**config.mk**
```make
export PLATFORM = sky130hd
export DESIGN_NAME = bitstream_fetch_ctrl
export DESIGN_NICKNAME = d
export VERILOG_FILES = /design/src/rtl/bitstream_fetch_ctrl_pkg.sv /design/src/rtl/bitstream_prefetch_buf.sv /design/src/rtl/bitstream_fetch_ctrl.sv
export SDC_FILE = /design/constraint.sdc
export NUM_CORES = 1
export LEC_CHECK = 0
export CORE_ASPECT_RATIO = 0.5
export CORE_UTILIZATION = 58
export CTS_BUF_LIST = sky130_fd_sc_hd__clkbuf_8
export DETAILED_ROUTE_END_ITERATION = 10
export DONT_BUFFER_PORTS = 1
export PLACE_DENSITY = 0.74
export SYNTH_ARGS = -nofsm -noshare
export SYNTH_HDL_FRONTEND = slang
export SYNTH_SLANG_ARGS = --single-unit
```
**constraint.sdc**
```tcl
create_clock -name clk -period 4.26 [get_ports clk]
set_input_delay 0.213 -clock clk [delete_from_list [all_inputs] [get_ports clk]]
set_output_delay 0.213 -clock clk [all_outputs]
set_load 0.05 [all_outputs]
```
**src/rtl/bitstream_fetch_ctrl_pkg.sv**
```systemverilog
// rtl/bitstream_fetch_ctrl_pkg.sv - shared types and constants for the bitstream fetch controller
package bitstream_fetch_ctrl_pkg;

    typedef enum logic [1:0] {
        ST_IDLE,
        ST_INIT,
        ST_RUN,
        ST_WAIT_BYTE
    } fetch_state_t;

    localparam logic signed [3:0] BN_RESET          = -4'sd8;
    localparam int                MAX_BYPASS_BINS   = 3;
    localparam logic              CONS_MODE_REGULAR = 1'b0;
    localparam logic              CONS_MODE_BYPASS  = 1'b1;

endpackage

```
**src/rtl/bitstream_prefetch_buf.sv**
```systemverilog
// rtl/bitstream_prefetch_buf.sv - single-entry valid/ready byte buffer for the fetch prefetch path
module bitstream_prefetch_buf (
    input  logic       clk,
    input  logic       rst_n,
    input  logic       clear,
    input  logic [7:0] s_tdata,
    input  logic       s_tvalid,
    output logic       s_tready,
    output logic [7:0] m_tdata,
    output logic       m_tvalid,
    input  logic       m_tready
);

    logic       full_q;
    logic [7:0] data_q;

    assign s_tready = !full_q;
    assign m_tvalid = full_q;
    assign m_tdata  = data_q;

    always_ff @(posedge clk or negedge rst_n) begin
        if (!rst_n) begin
            full_q <= 1'b0;
            data_q <= 8'h00;
        end else if (clear) begin
            full_q <= 1'b0;
        end else if (s_tvalid && s_tready) begin
            full_q <= 1'b1;
            data_q <= s_tdata;
        end else if (m_tvalid && m_tready) begin
            full_q <= 1'b0;
        end
    end

endmodule

```
**src/rtl/bitstream_fetch_ctrl.sv**
```systemverilog
// rtl/bitstream_fetch_ctrl.sv - CABAC bitstream byte fetch controller; optional prefetch via BITSTREAM_FETCH_PREFETCH_EN
module bitstream_fetch_ctrl
    import bitstream_fetch_ctrl_pkg::*;
#(
    parameter int INIT_BYTES = 2
) (
    input  logic              clk,
    input  logic              rst_n,
    input  logic              start,
    input  logic [7:0]        byte_in,
    input  logic              byte_valid,
    output logic              byte_ready,
    input  logic              cons_valid,
    output logic              cons_ready,
    input  logic              cons_mode,
    input  logic [2:0]        cons_bits,
    output logic [7:0]        bitstream,
    output logic signed [3:0] bits_needed,
    output logic signed [3:0] bits_needed_sel,
    output logic              flag,
    output logic              re_add,
    output logic [15:0]       init_word,
    output logic              init_valid,
    output logic              err
);

    localparam logic [1:0] INIT_LAST = 2'(INIT_BYTES - 1);

    fetch_state_t      state_q, state_d;
    logic signed [3:0] bn_q;
    logic [1:0]        init_cnt_q;
    logic              held_mode_q;
    logic signed [4:0] held_s_q;

    logic signed [4:0] sum, cur_s;
    logic signed [3:0] bn_after;
    logic              bypass_bad, need_byte, cons_fire, byte_fire;
    logic              take_byte, byte_avail, run_byte_ready, cur_mode;
    logic              pf_valid;
    logic [7:0]        pf_data, byte_sel;

    assign sum        = $signed({bn_q[3], bn_q}) + $signed({2'b00, cons_bits});
    assign bypass_bad = (cons_mode == CONS_MODE_BYPASS) &&
                        ((cons_bits == 3'd0) || (cons_bits > 3'(MAX_BYPASS_BINS)));
    assign need_byte  = !bypass_bad && !sum[4];
    assign cons_fire  = cons_valid && cons_ready;
    assign byte_fire  = byte_valid && byte_ready;
    assign byte_avail = pf_valid || byte_valid;
    assign byte_sel   = pf_valid ? pf_data : byte_in;
    // A held request in WAIT_BYTE completes with the mode and sum captured at acceptance
    assign cur_mode   = (state_q == ST_WAIT_BYTE) ? held_mode_q : cons_mode;
    assign cur_s      = (state_q == ST_WAIT_BYTE) ? held_s_q : sum;
    assign bn_after   = 4'(cur_s - 5'sd8);

`ifdef BITSTREAM_FETCH_PREFETCH_EN
    logic pf_ready, pf_load;

    assign pf_load        = (state_q == ST_RUN) && !start && byte_valid && pf_ready && !take_byte;
    assign run_byte_ready = pf_ready;

    bitstream_prefetch_buf u_prefetch (
        .clk      (clk),
        .rst_n    (rst_n),
        .clear    (start),
        .s_tdata  (byte_in),
        .s_tvalid (pf_load),
        .s_tready (pf_ready),
        .m_tdata  (pf_data),
        .m_tvalid (pf_valid),
        .m_tready (take_byte)
    );
`else
    assign pf_valid       = 1'b0;
    assign pf_data        = 8'h00;
    assign run_byte_ready = cons_valid && need_byte;
`endif

    always_ff @(posedge clk or negedge rst_n) begin
        if (!rst_n) state_q <= ST_IDLE;
        else        state_q <= state_d;
    end

    // Readies drop while start is high so a restart never swallows a transfer
    always_comb begin
        state_d    = state_q;
        byte_ready = 1'b0;
        cons_ready = 1'b0;
        take_byte  = 1'b0;
        case (state_q)
            ST_IDLE: ;
            ST_INIT: begin
                byte_ready = !start;
                if (byte_valid && !start && (init_cnt_q == INIT_LAST)) state_d = ST_RUN;
            end
            ST_RUN: begin
                cons_ready = !start;
                byte_ready = !start && run_byte_ready;
                if (cons_fire && need_byte) begin
                    if (byte_avail) take_byte = 1'b1;
                    else            state_d   = ST_WAIT_BYTE;
                end
            end
            ST_WAIT_BYTE: begin
                byte_ready = !start;
                if (byte_valid && !start) begin
                    take_byte = 1'b1;
                    state_d   = ST_RUN;
                end
            end
            default: state_d = ST_IDLE;
        endcase
        if (start) state_d = ST_INIT;
    end

    always_ff @(posedge clk or negedge rst_n) begin
        if (!rst_n) begin
            bn_q            <= BN_RESET;
            init_cnt_q      <= 2'd0;
            held_mode_q     <= CONS_MODE_REGULAR;
            held_s_q        <= 5'sd0;
            bitstream       <= 8'h00;
            bits_needed     <= 4'sd0;
            bits_needed_sel <= 4'sd0;
            flag            <= 1'b0;
            re_add          <= 1'b0;
            init_word       <= 16'h0000;
            init_valid      <= 1'b0;
            err             <= 1'b0;
        end else begin
            flag       <= 1'b0;
            re_add     <= 1'b0;
            init_valid <= 1'b0;
            err        <= 1'b0;
            if (start) begin
                init_cnt_q <= 2'd0;
                init_word  <= 16'h0000;
            end else begin
                if (state_q == ST_INIT && byte_fire) begin
                    init_word  <= {init_word[7:0], byte_in};
                    init_cnt_q <= init_cnt_q + 2'd1;
                    if (init_cnt_q == INIT_LAST) begin
                        init_valid <= 1'b1;
                        bn_q       <= BN_RESET;
                    end
                end
                if (state_q == ST_RUN && cons_fire) begin
                    if (bypass_bad) begin
                        err <= 1'b1;
                    end else begin
                        if (cons_mode == CONS_MODE_BYPASS) bits_needed_sel <= bn_q;
                        if (!need_byte) begin
                            bn_q <= sum[3:0];
                        end else if (!take_byte) begin
                            held_mode_q <= cons_mode;
                            held_s_q    <= sum;
                        end
                    end
                end
                if (take_byte) begin
                    bitstream <= byte_sel;
                    bn_q      <= bn_after;
                    if (cur_mode == CONS_MODE_REGULAR) begin
                        bits_needed <= cur_s[3:0];
                        re_add      <= 1'b1;
                    end else begin
                        flag <= 1'b1;
                    end
                end
            end
        end
    end

endmodule

```
Word level (Yosys, flattened, before mapping). Index checks and enable logic that the tools add are counted.

$add $sub $neg: 3. Magnitude comparators: 1. Equality and inequality tests: 8. Mux-type cells: 36. Bitwise operators: 4. Reduce and logical (&&, ||, !) cells: 24.

Operator list (count): $mux W16 (2); $mux W4 (7); $mux W1 (17); $mux W2 (7); $logic_and A1 B1 Y1 (11); $reduce_and A5 Y1 (2); $ne A3 B3 Y1 const B (3); $pmux W2 S3 (1); $add A4 B4 Y5 (1); $eq A2 B1 Y1 const B (2); $eq A2 B2 Y1 const B (2); $not A1 Y1 (4); $pmux W1 S2 (2); $reduce_and A4 Y1 (1); $reduce_bool A4 Y1 (1); $sub A4 B4 Y4 const B (1); $gt A3 B2 Y1 const B (1); $logic_not A1 Y1 (3); $logic_not A3 Y1 (1); $ne A3 B2 Y1 const B (1); $reduce_and A3 Y1 (1); $add A2 B1 Y2 const B (1); $reduce_and A2 Y1 (1); $reduce_bool A2 Y1 (1); other kinds (2) (2).

Register bits: 49. Bits of input ports: 17.

Longest topological paths before layout.
Depth after elaboration: 15. Depth in mapped cells: 7. Mapped depth without buffers: 6.

Least setup slack after synthesis. No wires, ideal clock.

Path type: register to output. From: register bn_q[0]. To: output port byte_ready. Arrival time: 2056 ps. Data required time: 4047 ps. Setup slack: 1991 ps. Cell stages (with the launch flop): 6. Cell sequence: dfrtp_1 ha_1 fa_1 nand2_1 a221o_1 a21oi_1.

Longest elaborated chain between the ends: 6.

Ends and longest elaborated chain: start, declared (line bitstream_fetch_ctrl.sv:30) `logic signed [3:0] bn_q;`; start signal, assigned (line bitstream_fetch_ctrl.sv:152) `bn_q <= sum[3:0];`; start signal, assigned (line bitstream_fetch_ctrl.sv:161) `bn_q <= bn_after;`; $add A4 B4 Y5 (line bitstream_fetch_ctrl.sv:42) `assign sum = $signed({bn_q[3], bn_q}) + $signed({2'b00, cons_bits});`; $logic_not A1 Y1 (line bitstream_fetch_ctrl.sv:45) `assign need_byte = !bypass_bad && !sum[4];`; $logic_and A1 B1 Y1 (line bitstream_fetch_ctrl.sv:45); $logic_and A1 B1 Y1 (line bitstream_fetch_ctrl.sv:75) `assign run_byte_ready = cons_valid && need_byte;`; $logic_and A1 B1 Y1 (line bitstream_fetch_ctrl.sv:97) `byte_ready = !start && run_byte_ready;`; $pmux W1 S2 (line bitstream_fetch_ctrl.sv:89) `case (state_q)`; end, declared (line bitstream_fetch_ctrl.sv:12) `output logic byte_ready,`.

Every way passes these cells.

Final worst setup path. Same ends and word-level chain as after synthesis.

==> results.toml <==
[yosys]
syn-cell-area_um2 = 2330
ys_seq_area_frac = 0.526
syn-instance-count = 177
synth_area_leader_cell = "dfrtp_1"
synth-xor-area-share = 0.00751
synthMuxAreaShare = 0.138
synth-simple-area-share = 0.0649
synth_top_area_share = 0.515
avgSynthCellArea_um2 = 13.2
ys_warn_count = 0
synth-compound-area-share = 0.187
synth_area_leaders = "dfrtp_1, mux2_2, a22o_1, ha_1, mux2_4"
ys_seq_elements = 49
synth_cell_types = 43
synth_top_family_by_area = "compound AO/OA/AOI/OAI gates"
synthAdderAreaFrac = 0.0515
synth_nets = 203

[finish]
nNetsFinal = 208
layout-drive-gt1-share = 0.240
antenna_cells = 0
area_delta_synth_final_pct = 9.12

[place]
io_buffers = 0
place_congestion = 0.806
hpwlAfterDp_um = 3120

[grt]
grt_usage = 0.221
overflow = 0
antenna_found_initial = 0
grt_pass1_wl_um = 7000
grt_max_degree = 50
grt_pass1_vias = 1430

[die]
initial_core_util = 0.641
dieHeight_um = 46.9
fp.dieW_um = 91.7
fp-row-count = 15
pin_count = 55
coreArea_um2 = 3640
die_area_um2 = 4300

[job]
cap_violations = 0

[sta]
maxSlewHeadroom = 0.244
worst_pin_slew_ns = 1.13
fmax_mhz = 366
finalCritPeriodShare = 0.642
hold_viol = 0
period_needed_ns = 2.74
drv_slew = 0
setup-tns-final_ns = 0
setup_viol_count_final = 0
rsz0062_at_grt = "false"
skew_ns = 0.00518

[clocking]
cts_hold_buf = 4
clk_pin_slew_worst_paths_ns = 0.09
cts_sinks = 49
cts_made_buffers = 5
cts_root_buf = "clkbuf_8"
ctsResizeCount = 0
cts_setup_buffers = 0
cts_max_level = 2
cts_tree = "built"
clk_path_buf_depth = 2
clock_latency_ns = 0.31

[routing]
dr.pass1.iters = 4
drtIter0Drc = 78
postRouteAntennaNets = 0
num_vias = 1452
wl_per_cell_um = 18.7
drc = 0
via_per_inst = 6.21
wirelength_um = 4390

[worst_setup_path]
critPathKind = "register to output port"
cp.arrival_ns = 2.52
start_kind = "register"
cp_data_required_time_ns = 4.05
cp_max_fo = 4
crit_path_end_kind = "output port"
r2r_setup_slack_ns = 1.89

[worst_hold_path]
min_path_type = "input port to register"

[power]
peakVddDrop_mv = 0.397
power_density_nw_per_um2 = 693
p_leak_nw = 1.19
finalPower_mw = 1.77

[status]
status = "completed"
==> state kept, by name, indices dropped and copies added (netlist names) <==
register,count
flag,1
bn_q,4
held_mode_q,1
re_add,1
init_valid,1
bits_needed_sel,4
bits_needed,4
init_word,16
bitstream,8
err,1
state_q,2
held_s_q,4
init_cnt_q,2
==> power by group <==
part,switching (mW),internal [mW]
logic,0.246,0.222
clock network,0.162,0.180
registers,0.377,0.577
==> stage by stage <==
| stage | area, um^2 | cells | hold slack [ns] | setup WS, ns | util |
|---|---|---|---|---|---|
| 4_1_cts | 2550 | 234 | 0.0186 | 1.51 | 0.699 |
| 2_1_floorplan | 2330 | 177 | -0.0826 | 1.99 | - |
| 3_3_place_gp | 2370 | 222 | -0.0818 | 1.90 | 0.651 |
| 5_1_grt | 2550 | 234 | 0.00937 | 1.39 | 0.699 |
| 3_5_place_dp | 2370 | 222 | -0.0817 | 1.85 | 0.651 |
| 6_report | 2550 | 234 | 0.0256 | 1.52 | 0.699 |
==> cells in the mapped netlist, drive strengths merged <==
cell	n
dfrtp	48
mux2	25
a22o	18
ha	8
inv	8
nor2	7
a221oi	6
nand2	6
clkbuf	4
nor2b	4
a21o	3
a21oi	3
mux2i	3
nand2b	3
o211ai	3
a2111oi	2
a211oi	2
a2bb2oi	2
and2	2
buf	2
o21bai	2
a21boi	1
a221o	1
a22oi	1
a311oi	1
and3b	1
dfstp	1
fa	1
nand3b	1
nand4b	1
nand4bb	1
o21ai	1
o221a	1
o31ai	1
or2	1
xnor2	1
xor2	1
==> cells by family (layout without fill, tap and decap cells) <==
| group | after synthesis | count (layout) |
|---|---|---|
| compound gates | 48 | 48 |
| xor+xnor | 2 | 2 |
| fa+ha+maj | 9 | 9 |
| buf+inv | 14 | 20 |
| flops | 49 | 49 |
| mux | 28 | 28 |
| simple gates | 27 | 27 |
==> per-layer routing <==
layer	up-vias	global-route usage	part of all wire
met1	707	0.294	0.47
met4	0	0.0688	0.012
met3	7	0.0922	0.096
li1	674	-	-
met2	64	0.343	0.42
met5	-	0	0
==> final cells by class <==
cell class	count	area, um^2
sequential	49	1230
clock inverter	3	50.0
timing repair buffer	4	57.6
inverter	8	30.0
multi-input combinational	114	1050
tap	51	63.8
fill	247	1090
clock buffer	5	68.8
==> cells in the final DEF, fill, tap and decap left out, drive strengths merged, types with 2 or more instances in the layout <==
cell type,netlist,layout
a21oi,3,3
a2bb2oi,2,2
dlygate4sd3,0,3
and2,2,2
dfrtp,48,48
a22o,18,18
mux2i,3,3
nand2,6,6
mux2,25,25
ha,8,8
clkbuf,4,5
o211ai,3,3
a2111oi,2,2
nor2,7,7
a221oi,6,6
nand2b,3,3
nor2b,4,4
inv,8,9
o21bai,2,2
a21o,3,3
a211oi,2,2
==> worst max-delay path: stages, from the launching register on <==
cell     delay, ns
dfrtp_1       0.38
ha_1          0.19
fa_1          0.22
nand2_1       0.13
a221o_1       0.43
a21oi_1       0.86
==> final timing paths <==
check	from	end	cells past startpoint
setup / recovery	bn_q[0]	byte_ready	5
hold / removal	start	state_q[0]	1
setup reg to reg	bn_q[0]	init_cnt_q[0]	6
hold reg to reg	held_mode_q	held_mode_q	1
max in group asynchronous	rst_n	bn_q[3]	2
min in group asynchronous	rst_n	bn_q[2]	2
(Power assumes the default switching activity.)
